## config.mk

```make
export PLATFORM = sky130hd
export DESIGN_NAME = tx_symbol_encoder
export DESIGN_NICKNAME = d
export VERILOG_FILES = /design/src/rtl/aurora_pkg.sv /design/src/rtl/tx_symbol_encoder_cc_elastic_buf.sv /design/src/rtl/tx_symbol_encoder.sv
export SDC_FILE = /design/constraint.sdc
export NUM_CORES = 1
export LEC_CHECK = 0
export ABC_AREA = 1
export ABC_CLOCK_PERIOD_IN_PS = 5450
export BUFFER_PORTS_ARGS = -buffer_cell sky130_fd_sc_hd__buf_2
export CAP_MARGIN = 15
export CORE_MARGIN = 2
export CORE_UTILIZATION = 53
export DETAILED_ROUTE_END_ITERATION = 10
export PLACE_DENSITY_LB_ADDON = 0.25
export RECOVER_POWER = 25
export SLEW_MARGIN = 20
export SYNTH_ARGS = -nofsm -noshare
export SYNTH_HDL_FRONTEND = slang
export SYNTH_SLANG_ARGS = --single-unit
```

## constraint.sdc

```tcl
create_clock -name clk -period 5.45 [get_ports clk]
set_input_delay 0.8175 -clock clk [delete_from_list [all_inputs] [get_ports clk]]
set_output_delay 0.8175 -clock clk [all_outputs]
set_load 0.01 [all_outputs]
```

## src/rtl/aurora_pkg.sv

```systemverilog
// Shared Aurora-style types and 8b/10b control symbols for the TX lane path.
package aurora_pkg;

  localparam int AXI_DATA_SIZE = 32;
  localparam int LANE_W        = 16;

  typedef enum logic [2:0] {
    OS_NONE,
    OS_I,
    OS_SCP,
    OS_ECP,
    OS_CC
  } ordered_sets_e;

  typedef struct packed {
    ordered_sets_e              os;
    logic [AXI_DATA_SIZE-1:0]   data;
  } os_word_t;

  localparam int OS_WORD_W = $bits(os_word_t);

  localparam logic [7:0] K28_5 = 8'hBC;
  localparam logic [7:0] K28_0 = 8'h1C;
  localparam logic [7:0] K28_3 = 8'h7C;
  localparam logic [7:0] K28_7 = 8'hFC;
  localparam logic [7:0] K28_2 = 8'h5C;
  localparam logic [7:0] K27_7 = 8'hFB;
  localparam logic [7:0] K29_7 = 8'hFD;
  localparam logic [7:0] K30_7 = 8'hFE;

  localparam logic [6:0] LFSR_SEED = 7'h7F;

  // Two LFSR bits pick one idle byte: 0x -> /K/, 10 -> /R/, 11 -> /A/.
  function automatic logic [7:0] idle_byte(input logic [1:0] sel);
    return sel[1] ? (sel[0] ? K28_3 : K28_0) : K28_5;
  endfunction

endpackage

```

## src/rtl/tx_symbol_encoder_cc_elastic_buf.sv

```systemverilog
// First-word-fall-through sync FIFO that parks upstream words while CC symbols occupy the lanes.
module cc_elastic_buf #(
  parameter int W     = 8,
  parameter int DEPTH = 4
) (
  input  logic                       clk_i,
  input  logic                       rst_i,
  input  logic                       push_i,
  input  logic [W-1:0]               push_dat_i,
  input  logic                       pop_i,
  output logic [W-1:0]               head_dat_o,
  output logic [$clog2(DEPTH+1)-1:0] level_o,
  output logic                       empty_o,
  output logic                       full_o
);
  localparam int PTR_W = (DEPTH > 1) ? $clog2(DEPTH) : 1;
  localparam int LVL_W = $clog2(DEPTH+1);
  localparam logic [PTR_W-1:0] PTR_LAST = PTR_W'(DEPTH-1);

  logic [W-1:0]     mem_q [DEPTH];
  logic [PTR_W-1:0] wr_ptr_q, rd_ptr_q;
  logic [LVL_W-1:0] level_q;
  logic             do_push, do_pop;

  assign empty_o    = (level_q == '0);
  assign full_o     = (level_q == LVL_W'(DEPTH));
  assign level_o    = level_q;
  assign head_dat_o = mem_q[rd_ptr_q];
  assign do_push    = push_i && (!full_o || pop_i);
  assign do_pop     = pop_i && !empty_o;

  always_ff @(posedge clk_i) begin
    if (rst_i) begin
      wr_ptr_q <= '0;
      rd_ptr_q <= '0;
      level_q  <= '0;
    end else begin
      if (do_push) begin
        mem_q[wr_ptr_q] <= push_dat_i;
        wr_ptr_q        <= (wr_ptr_q == PTR_LAST) ? '0 : wr_ptr_q + PTR_W'(1);
      end
      if (do_pop)
        rd_ptr_q <= (rd_ptr_q == PTR_LAST) ? '0 : rd_ptr_q + PTR_W'(1);
      level_q <= level_q + LVL_W'(do_push) - LVL_W'(do_pop);
      assert (!(push_i && full_o && !pop_i));
    end
  end

endmodule

```

## src/rtl/tx_symbol_encoder.sv

```systemverilog
// Maps {ordered_sets, data} words onto per-lane K/D symbol words with LFSR idles and periodic CC.
// One-cycle registered latency; words arriving during CC are parked in the elastic buffer.
module tx_symbol_encoder
  import aurora_pkg::*;
#(
  parameter int NUM_LANES = 2,
  parameter int CC_PERIOD = 10000,
  parameter int CC_LEN    = 4
) (
  input  logic                          clk,
  input  logic                          rst,
  input  logic                          single_lane,
  input  ordered_sets_e                 ordered_sets,
  input  logic [AXI_DATA_SIZE-1:0]      data_in,
  output logic [LANE_W*NUM_LANES-1:0]   tx_data,
  output logic [2*NUM_LANES-1:0]        tx_charisk,
  output logic                          cc_active,
  output logic [$clog2(CC_LEN+1)-1:0]   buf_level
);
  localparam int CNT_W = $clog2(CC_PERIOD);
  localparam int LVL_W = $clog2(CC_LEN+1);
  localparam int CCN_W = (CC_LEN > 2) ? $clog2(CC_LEN) : 1;
  localparam logic [CNT_W-1:0] CNT_MAX  = CNT_W'(CC_PERIOD-1);
  localparam logic [CCN_W-1:0] CCN_LAST = CCN_W'(CC_LEN-2);

  typedef enum logic [1:0] {PASS, CC_SEND, DRAIN} state_e;

  state_e                        state_q, state_d;
  logic [CNT_W-1:0]              cc_cnt_q, cc_cnt_d;
  logic [CCN_W-1:0]              ccn_q, ccn_d;
  logic [6:0]                    lfsr_q, lfsr_d;
  logic                          half_q, half_d;
  logic [LANE_W*NUM_LANES-1:0]   tx_data_q, tx_data_d;
  logic [2*NUM_LANES-1:0]        tx_charisk_q, tx_charisk_d;
  logic                          cc_active_q;

  os_word_t                      in_word, sel_word;
  logic [OS_WORD_W-1:0]          fifo_head;
  logic [LVL_W-1:0]              fifo_level;
  logic                          fifo_push, fifo_pop, fifo_empty, fifo_full;
  logic                          in_idle, cc_due, cc_start, emit_cc;
  logic [LANE_W-1:0]             idle_w;

  assign in_word = '{os: ordered_sets, data: data_in};
  assign in_idle = (ordered_sets == OS_I);
  assign cc_due  = (cc_cnt_q == CNT_MAX);
  assign idle_w  = {idle_byte(lfsr_q[1:0]), idle_byte(lfsr_q[3:2])};

  cc_elastic_buf #(.W(OS_WORD_W), .DEPTH(CC_LEN)) u_buf (
    .clk_i      (clk),
    .rst_i      (rst),
    .push_i     (fifo_push),
    .push_dat_i (in_word),
    .pop_i      (fifo_pop),
    .head_dat_o (fifo_head),
    .level_o    (fifo_level),
    .empty_o    (fifo_empty),
    .full_o     (fifo_full)
  );

  always_comb begin
    state_d   = state_q;
    ccn_d     = ccn_q;
    fifo_push = 1'b0;
    fifo_pop  = 1'b0;
    cc_start  = 1'b0;
    emit_cc   = 1'b0;
    sel_word  = in_word;
    case (state_q)
      PASS: begin
        if (cc_due && in_idle && fifo_empty) begin
          cc_start = 1'b1;
          emit_cc  = 1'b1;
          ccn_d    = '0;
          state_d  = CC_SEND;
        end
      end
      CC_SEND: begin
        emit_cc   = 1'b1;
        fifo_push = !in_idle && !fifo_full;
        ccn_d     = ccn_q + CCN_W'(1);
        if (ccn_q == CCN_LAST)
          state_d = (fifo_empty && !fifo_push) ? PASS : DRAIN;
      end
      DRAIN: begin
        fifo_pop  = 1'b1;
        sel_word  = os_word_t'(fifo_head);
        fifo_push = !in_idle;
        if (fifo_level == LVL_W'(1) && !fifo_push)
          state_d = PASS;
      end
      default: state_d = PASS;
    endcase
  end

  // Only pass-through idles consume LFSR state; buffered words never hold OS_I.
  always_comb begin
    cc_cnt_d     = cc_start ? '0 : (cc_due ? cc_cnt_q : cc_cnt_q + CNT_W'(1));
    half_d       = !emit_cc && (sel_word.os == OS_NONE) && !half_q;
    lfsr_d       = (!emit_cc && sel_word.os == OS_I) ? {lfsr_q[5:0], lfsr_q[6] ^ lfsr_q[5]} : lfsr_q;
    tx_data_d    = '0;
    tx_charisk_d = '1;
    for (int l = 0; l < NUM_LANES; l++) begin
      tx_data_d[l*LANE_W +: LANE_W] = idle_w;
      if (emit_cc) begin
        tx_data_d[l*LANE_W +: LANE_W] = {K28_7, K28_7};
      end else begin
        case (sel_word.os)
          OS_SCP: tx_data_d[l*LANE_W +: LANE_W] = {K28_2, K27_7};
          OS_ECP: tx_data_d[l*LANE_W +: LANE_W] = {K29_7, K30_7};
          OS_CC:  tx_data_d[l*LANE_W +: LANE_W] = {K28_7, K28_7};
          OS_NONE: begin
            if (!single_lane) begin
              tx_data_d[l*LANE_W +: LANE_W] = sel_word.data[l*LANE_W +: LANE_W];
              tx_charisk_d[2*l +: 2]        = 2'b00;
            end else if (l == 0) begin
              tx_data_d[l*LANE_W +: LANE_W] = half_q ? sel_word.data[0 +: LANE_W]
                                                     : sel_word.data[LANE_W +: LANE_W];
              tx_charisk_d[2*l +: 2]        = 2'b00;
            end
          end
          default: ;
        endcase
      end
    end
  end

  always_ff @(posedge clk) begin
    if (rst) begin
      state_q      <= PASS;
      cc_cnt_q     <= '0;
      ccn_q        <= '0;
      lfsr_q       <= LFSR_SEED;
      half_q       <= 1'b0;
      tx_data_q    <= {NUM_LANES{K28_5, K28_5}};
      tx_charisk_q <= '1;
      cc_active_q  <= 1'b0;
    end else begin
      state_q      <= state_d;
      cc_cnt_q     <= cc_cnt_d;
      ccn_q        <= ccn_d;
      lfsr_q       <= lfsr_d;
      half_q       <= half_d;
      tx_data_q    <= tx_data_d;
      tx_charisk_q <= tx_charisk_d;
      cc_active_q  <= emit_cc;
    end
  end

  assign tx_data    = tx_data_q;
  assign tx_charisk = tx_charisk_q;
  assign cc_active  = cc_active_q;
  assign buf_level  = fifo_level;

endmodule

```

== Yosys cells after proc, flatten, opt, wreduce, memory -nomap -nowiden ==
Memory sizes are Yosys's and may differ from the RTL's. A register that Yosys moved wholly into a read port is not among the register bits.
Index checks and enable logic that the tools add are counted.

* Bits in latches: 0
* Memories: 1
* Bits in read-only memories: 0
* Bits in writable memories: 140
* Word-level logic and storage cells: 97
* Output and inout port bits: 40
* Bits in registers: 70

{| class="wikitable"
|+ Memory list
! name !! depth !! width !! rd ports !! clocked after Yosys merged registers in !! write ports !! RTL line !! source
|-
| u_buf.mem_q || 4 || 35 || 1 || 1 || 1 || tx_symbol_encoder_cc_elastic_buf.sv:20 || <nowiki>logic [W-1:0] mem_q [DEPTH];</nowiki>
|}

* Multipliers: 0
* Multiplexer cells: 33
* $lt $le $gt $ge: 0
* Reductions and logical operators: 26
* Bitwise gates (word level): 2
* Add/sub/neg operators: 6
* Eq/ne operators: 16
* Shift operators: 0
* Div/mod/pow operators: 0

{| class="wikitable"
|+ Operator list
! cell !! number
|-
| 16-bit one-hot mux with 4 select lines || 2
|-
| 16-bit two-way mux || 3
|-
| 35-bit two-way mux || 1
|-
| 15-bit two-way mux || 2
|-
| 2-bit two-way mux || 11
|-
| 8-bit two-way mux || 2
|-
| 14-bit by 1-bit adder with 14-bit output, second input constant || 1
|-
| 14-bit equality test, second input constant || 1
|-
| 7-bit two-way mux || 2
|-
| 1-bit logical AND || 10
|-
| 3-bit by 1-bit equality test with 1-bit output, second input constant || 3
|-
| 2-bit equality test, second input constant || 4
|-
| 2-bit by 1-bit adder with 2-bit output, second input constant || 3
|-
| 3-bit by 2-bit equality test with 1-bit output, second input constant || 2
|-
| 3-bit equality test, second input constant || 2
|-
| 1-bit zero test || 6
|-
| 3-bit zero test || 2
|-
| 1-bit two-way mux || 6
|-
| 2-bit inequality test, second input constant || 3
|-
| 2-bit one-hot mux with 3 select lines || 1
|-
| 1-bit one-hot mux with 2 select lines || 2
|-
| 2-bit one-hot mux with 2 select lines || 1
|-
| 2-bit OR reduction || 2
|-
| 3-bit by 1-bit adder with 3-bit output || 1
|-
| other kinds (10) || 10
|}

== Longest topological paths before layout ==
Gate-level depths: netlist (run 1).

* Depth in word-level cells: 8
* Depth in mapped cells: 13

== Cells and area by module ==
Synthesis (run 1) repeated with hierarchy kept, for this count alone.

* Cell total of the unflattened synthesis: 881
* Area total of the unflattened synthesis: 8,967.4 µm²

{| class="wikitable"
|+ Modules (own cells, without submodules)
! module !! cells an instance !! instances !! area an instance (µm²) !! seq. area each (µm²)
|-
| cc_elastic_buf || 407 || 1 || 5,688.0 || 4,384.2
|-
| tx_symbol_encoder || 474 || 1 || 3,279.4 || 1,221.2
|}

== Least setup slack after synthesis (run 1) ==
No wires, ideal clock.

* Path kind: in2reg
* From: input ordered_sets[1]
* To: memory u_buf.mem_q[0][0] (netlist bit), enable pin
* Library setup time: 427 ps
* Stages: 6
* Setup slack: 2,256 ps
* Data required time: 5,023 ps
* Arrival time: 2,767 ps
* Path through: inv_1 > nand3_1 > nand3_1 > inv_1 > nand2_1 > nor2_1

* Word-level cells in the longest chain between the ends: 8

{| class="wikitable"
|+ RTL lines
! item !! RTL line !! source
|-
| start, declared || tx_symbol_encoder.sv:13 || <nowiki>input ordered_sets_e ordered_sets,</nowiki>
|-
| 3-bit by 1-bit equality test with 1-bit output * || tx_symbol_encoder.sv:45 || <nowiki>assign in_idle = (ordered_sets == OS_I);</nowiki>
|-
| 1-bit zero test * || tx_symbol_encoder.sv:80, tx_symbol_encoder.sv:88 ||
|-
| 1-bit logical AND || tx_symbol_encoder.sv:80 || <nowiki>fifo_push = !in_idle && !fifo_full;</nowiki>
|-
| 1-bit one-hot mux with 2 select lines * || tx_symbol_encoder.sv:69 || <nowiki>case (state_q)</nowiki>
|-
| 1-bit logical AND * || tx_symbol_encoder_cc_elastic_buf.sv:29 || <nowiki>assign do_push = push_i && (!full_o || pop_i);</nowiki>
|-
| 1-bit two-way mux * || tx_symbol_encoder_cc_elastic_buf.sv:38 || <nowiki>if (do_push) begin</nowiki>
|-
| 1-bit two-way mux * || tx_symbol_encoder_cc_elastic_buf.sv:33 || <nowiki>if (rst_i) begin</nowiki>
|-
| 1-bit two-way mux (implied by the code) * || tx_symbol_encoder_cc_elastic_buf.sv:39 || <nowiki>mem_q[wr_ptr_q] <= push_dat_i;</nowiki>
|-
| end, declared || tx_symbol_encoder_cc_elastic_buf.sv:20 ||
|}

Every way passes the cells marked *; elsewhere a longest branch is shown, timed or not.

== Worst setup path after layout (run 1) ==
* From: register state_q[0]
* To: memory u_buf.mem_q[3][23] (netlist bit), enable pin

* Word-level cells in the longest chain between the ends: 7
* Elaborated cells on any way between the ends: 9
* Those cells by class: eq/ne: 2; mux: 5; reduce/logical: 2

{| class="wikitable"
|+ RTL lines
! item !! RTL line !! source
|-
| start, declared || tx_symbol_encoder.sv:28 || <nowiki>state_e state_q, state_d;</nowiki>
|-
| start signal, assigned || tx_symbol_encoder.sv:139 || <nowiki>state_q <= state_d;</nowiki>
|-
| 2-bit equality test || tx_symbol_encoder.sv:69 ||
|-
| 1-bit two-way mux || tx_symbol_encoder.sv:69 ||
|-
| 1-bit logical OR || tx_symbol_encoder_cc_elastic_buf.sv:29 ||
|-
| 1-bit logical AND * || tx_symbol_encoder_cc_elastic_buf.sv:29 ||
|-
| 1-bit two-way mux * || tx_symbol_encoder_cc_elastic_buf.sv:38 ||
|-
| 1-bit two-way mux * || tx_symbol_encoder_cc_elastic_buf.sv:33 ||
|-
| 1-bit two-way mux (implied by the code) * || tx_symbol_encoder_cc_elastic_buf.sv:39 ||
|}

Marks and branches as above.

==> results of run 1 <==
area by class of cell:
cell class,instances,area (µm²)
fillers,1348,6167
flip-flops and latches,210,5607
multi-input cells,545,2813
clock buffers,28,666.9
repair buffers,85,442.9
well taps,220,275.3
inverters,65,249.0
clock inverters,12,186.4
cells by family after synthesis:
logic type,Yosys count,synth area share [%]
AO/OA/AOI/OAI,135,8.817
XOR/XNOR,9,0.8930
adder cells (fa/ha/maj),13,1.928
buffers and inverters,102,5.004
flip-flops,210,63.50
multiplexers,3,0.3402
AND/OR/NAND/NOR,385,19.52
synthesized netlist by cell type (11+ instances only):
library cell               count  area, µm²
sky130_fd_sc_hd__o211ai_1     22      165.2
sky130_fd_sc_hd__buf_2        22      110.1
sky130_fd_sc_hd__nand3_1      75      375.4
sky130_fd_sc_hd__ha_1         12      150.1
sky130_fd_sc_hd__a21oi_1      24      120.1
sky130_fd_sc_hd__nor2_1      113      424.2
sky130_fd_sc_hd__nand2_1     153      574.3
sky130_fd_sc_hd__edfxtp_1    140       4204
sky130_fd_sc_hd__dfxtp_1      70       1401
sky130_fd_sc_hd__nand2_2      11      68.82
sky130_fd_sc_hd__inv_1        57      214.0
sky130_fd_sc_hd__o21ai_0      71      355.3
stage by stage:
step	area, µm²	utilization, %	worst slack, ps	hold slack (ps)	instances
finish	10240	62.41	2118	433.1	1165
floorplan	8827	-	2256	391.0	857
detailed placement	9374	57.13	2050	419.7	1123
CTS	10230	62.34	2015	434.4	1163
global placement	9374	57.13	2175	410.0	1123
global route	10240	62.41	1853	437.1	1165
registers in the layout, indices dropped and copies added, names as in the netlist, named ones only:
name	cells
tx_charisk	2
state_q	2
ccn_q	2
cc_active	1
lfsr_q	7
half_q	1
u_buf.mem_q	140
u_buf.wr_ptr_q	2
u_buf.rd_ptr_q	2
tx_data	32
cc_cnt_q	14
u_buf.level_o	3
worst max-delay path, delay by kind of cell, from the launching register on:
kind | cells | cell delay, ps
adder cells (fa/ha/maj) | 1 | 860
buffers and inverters | 4 | 740
flip-flops | 1 | 320
AND/OR/NAND/NOR | 3 | 960
AO/OA/AOI/OAI | 1 | 110
report_power, final:
group	leakage, nW	switching [mW]	internal (mW)
registers	1.83	0.0415	1.80
clock network	0.422	0.601	1.10
logic	1.67	0.582	0.267
layer usage:
| layer | vias up | GRT usage, % | part of all wire [%] |
|---|---|---|---|
| met5 | - | 0 | 0 |
| met4 | 0 | 7.348 | 2.2 |
| met3 | 30 | 3.218 | 6.0 |
| met2 | 210 | 36.59 | 48 |
| met1 | 2970 | 30.24 | 44 |
| li1 | 3071 | - | - |
worst max path at each step:
stage | from | end | slack, ps
after floorplan | ordered_sets[1] | u_buf.mem_q[0][0] | 2260
after global placement | state_q[0] | u_buf.mem_q[2][1] | 2170
after detailed placement | state_q[0] | u_buf.mem_q[2][1] | 2050
after CTS | state_q[0] | u_buf.mem_q[2][13] | 2020
after global routing | state_q[0] | u_buf.mem_q[3][13] | 1850
final | state_q[0] | u_buf.mem_q[3][23] | 2120
==> results.ini, run 1 <==
[run_status]
run_status = complete, no violations

[cts]
clk_latency_ps = 500
numClockSinks = 210
max-clock-path-buffers = 3
tritoncts_clock_tree = yes
htreeDepth = 1
clk_transition_reported_paths_ps = 70
cts_repair_resize_count = 0
post_cts_setup_inserts = 0
cts-buffers-inserted = 22
post_cts_hold_buffer_count = 0
cts_root_buf = sky130_fd_sc_hd__clkbuf_16

[setup_path]
path_cells = inv_1, ha_2, inv_1, o21ai_0, nand3_1, inv_1, nand2_1, nor2_4, buf_4
endpoint_kind = flop
slowest_stage = sky130_fd_sc_hd__ha_2
critical_path.most_common_cell = sky130_fd_sc_hd__inv_1
critPathArrivalTime_ps = 3510
rr_endpoint = u_buf.mem_q[3][23]
worst_path_largest_cell_delay_ps = 860
path_max_fanout = 51
worst-r2r-cell-count = 9
category_of_the_worst_setup_path_launch_point = flop
critical_path_required_ps = 5630
r2r_slack_ps = 2120
crit_type = flop to flop
r2r-start = state_q[0]

[layout]
final_net_count = 980
layout-area-overhead-vs-synth_pct = 16.00
layout-drive-gt1-share_pct = 15.13
antenna_cells = 0
layout.cells.most_common_list = sky130_fd_sc_hd__nand2_1, sky130_fd_sc_hd__edfxtp_1, sky130_fd_sc_hd__nor2_1
layout_commonest_cell = sky130_fd_sc_hd__nand2_1

[timing]
finalSetupViolations = 0
fin_crit_sh_pct = 61.14
tightest_slew_ps = 1050
fmaxAchievable_mhz = 300.1
clock_skew_ps = 14.42
maxSlewHeadroom_pct = 29.82
setup-tns-final_ps = 0
timing_hold_violations_final = 0
timing_max_transition_violations_final = 0
layout_min_cycle_time_ps = 3332
setup_repair_after_global_routing_missed_its_margin = no

[worst_hold_path]
min_path_type = flop to flop
hold_start = half_q
min_delay_path_depth = 1
min_delay_worst_endpoint = half_q

[synth]
synth_enable_flop_cells = 140
netlist-cell-type-count = 42
syn_area_per_cell_um2 = 10.30
netlist_area_um2 = 8827
synth_sequential_area_ratio_pct = 63.50
synthCells = 857
synth-main-ff-cell = sky130_fd_sc_hd__edfxtp_1
ys_async_sr_fraction_pct = 0
synth_fp_nets = 908
synthesized_flop_and_latch_total = 210
synth-warning-count = 0

[detailed_routing]
routed_wirelength_um = 19590
drt_iter0_drc = 489
route.vias.total = 6281
routedWlPerCell_um = 16.81
viasPerCell = 5.391
detail_route.first_pass.iterations = 5
final_antenna_net_count = 0
post-route-drc-count = 0

[die]
initial_core_util_pct = 53.80
fp.coreArea_um2 = 16410
num_rows = 47
dieWidth_um = 133.1
dieArea_um2 = 17700
floorplan.die.height_um = 133.1
num_io_pins = 78

[placed_design]
detailedPlacementHpwl_um = 12150
place.port_buffers = 77
routabilityCongestion = 0.8439

[job]
cap_violations = 0

[power_and_ir_drop]
peakVddDrop_v = 0.0002406
power.leakage_nw = 3.927
post-layout-total-power_mw = 4.390
power-per-cell-area_nw_per_um2 = 428.7

[global_routing]
grt.total_usage_pct = 22.11
number_of_global_route_vias_before_repair = 5997
grt_overflow_total = 0
grt_max_degree = 74
antenna_found_initial = 0
wire_length_of_the_first_global_routing_pass_um = 30990

(Power assumes the default switching activity.)
==> run 2, diff against run 1 <==
Settings changed: ABC_CLOCK_PERIOD_IN_PS 5450 to 3400.
Clock period 5.45 ns to 3.4 ns, I/O delays scaled along.
==> results.ini, run 2 (synthesized netlist as in run 1, its figures left out) <==
[run_status]
run_status = complete, no violations

[layout]
nFillCells = 1306
final-instance-count-excl-fill = 1169
antenna_cells = 0
layout.core_utilization_pct = 61.95
layout-area-overhead-vs-synth_pct = 15.15
layout-drive-gt1-share_pct = 15.60
final_net_count = 984
layout.cells.most_common_list = sky130_fd_sc_hd__nand2_1, sky130_fd_sc_hd__edfxtp_1, sky130_fd_sc_hd__nor2_1
regMostFlops = u_buf.mem_q
largest_register_ff_count = 140
final_design_area_no_fill_um2 = 10160
layout_commonest_cell = sky130_fd_sc_hd__nand2_1

[placed_design]
place.port_buffers = 77
dp.cells = 1129
routabilityCongestion = 0.8663
dpl_cell_area_um2 = 9469
detailedPlacementHpwl_um = 12290

[cts]
clk_latency_ps = 510
cts_repair_resize_count = 0
htreeDepth = 1
cts-buffers-inserted = 22
cts_root_buf = sky130_fd_sc_hd__clkbuf_16
post_cts_hold_buffer_count = 0
numClockSinks = 210
max-clock-path-buffers = 3
post_cts_setup_inserts = 0
tritoncts_clock_tree = yes
clk_transition_reported_paths_ps = 60

[job]
cap_violations = 0

[setup_path]
path_max_fanout = 20
category_of_the_worst_setup_path_launch_point = flop
endpoint_kind = flop
critical_path_required_ps = 3610
crit_type = flop to flop
critPathArrivalTime_ps = 2630

[timing]
timing_hold_violations_final = 0
setup_repair_after_global_routing_missed_its_margin = no
finalSetupViolations = 0
timing_max_transition_violations_final = 0
setup-tns-final_ps = 0
layout_min_cycle_time_ps = 2421
clock_skew_ps = 11.75
fin_crit_sh_pct = 71.20
fmaxAchievable_mhz = 413.1
tightest_slew_ps = 809.7
maxSlewHeadroom_pct = 45.94

[power_and_ir_drop]
power.leakage_nw = 3.890
peakVddDrop_v = 0.0005021
power-per-cell-area_nw_per_um2 = 653.4

[die]
num_rows = 47
fp.coreArea_um2 = 16410
initial_core_util_pct = 53.80
floorplan.die.height_um = 133.1
num_io_pins = 78
dieArea_um2 = 17700
dieWidth_um = 133.1

[global_routing]
grt_overflow_total = 0
wire_length_of_the_first_global_routing_pass_um = 30870
number_of_global_route_vias_before_repair = 5985
grt.total_usage_pct = 22.08
antenna_found_initial = 0
grt_max_degree = 51

[detailed_routing]
post-route-drc-count = 0
routedWlPerCell_um = 16.45
drt_iter0_drc = 583
viasPerCell = 5.333
final_antenna_net_count = 0
detail_route.first_pass.iterations = 5
route.vias.total = 6234
routed_wirelength_um = 19230

[worst_hold_path]
min_path_type = input port to flop

run 2: cell count changes in the layout (fill, tap and decap cells not counted), moves of 2 or more:
cell,previous run,this run
sky130_fd_sc_hd__buf_12,1,4
sky130_fd_sc_hd__buf_2,49,51
sky130_fd_sc_hd__buf_4,6,8
sky130_fd_sc_hd__bufinv_16,5,1
sky130_fd_sc_hd__clkbuf_16,25,22
sky130_fd_sc_hd__clkinv_2,5,7
sky130_fd_sc_hd__clkinvlp_4,1,3
run 2: through the flow:
step | hold WS, ps | setup WS [ps] | power [mW]
after floorplan | 391.0 | 223.6 | 3.947
after global placement | 401.1 | 999.1 | 4.352
after detailed placement | 411.7 | 929.5 | 4.376
after CTS | 214.3 | 938.3 | 6.691
after global routing | 255.2 | 664.2 | 6.963
final | 247.4 | 979.1 | 6.641
run 2: area by class of cell:
cell class | instances | area [µm²] | share of cell area [%]
Clock buffer | 26 | 585.6 | 5.761
Clock inverter | 14 | 142.6 | 1.403
Inverter | 65 | 249.0 | 2.450
Multi-Input combinational cell | 545 | 2813 | 27.67
Sequential cell | 210 | 5607 | 55.16
Tap cell | 220 | 275.3 | 2.708
Timing Repair Buffer | 89 | 493.0 | 4.850
run 2: where the power goes:
group	internal (mW)	total [mW]	switching (mW)
combinational	0.435	1.36	0.922
sequential	2.88	2.96	0.0779
clock	1.33	2.33	0.993
run 2: path summary, 6_finish.rpt:
path | from | to | slack, ps | cells after the start
setup reg to reg | state_q[1] | u_buf.mem_q[0][24] | 980 | 9
setup / recovery | state_q[1] | u_buf.mem_q[0][24] | 980 | 9
hold reg to reg | half_q | half_q | 420 | 1
hold / removal | data_in[11] | u_buf.mem_q[2][11] | 250 | 1
run 2: metal layers:
| metal | part of all wire (%) | vias up | GRT usage, % |
|---|---|---|---|
| met2 | 48 | 201 | 36.53 |
| met1 | 44 | 2932 | 30.96 |
| met5 | 0 | - | 0 |
| met4 | 1.4 | 0 | 5.675 |
| li1 | - | 3078 | - |
| met3 | 6.8 | 23 | 3.218 |
run 2: worst max-delay path, cell delays in order, from the launching register on:
cell                      delay, ps
sky130_fd_sc_hd__dfxtp_1        310
sky130_fd_sc_hd__inv_1           90
sky130_fd_sc_hd__ha_1           160
sky130_fd_sc_hd__inv_1          100
sky130_fd_sc_hd__o21ai_0        170
sky130_fd_sc_hd__nand3_1        160
sky130_fd_sc_hd__inv_1          120
sky130_fd_sc_hd__nand2_1        230
sky130_fd_sc_hd__nor2_4         510
sky130_fd_sc_hd__buf_12         260
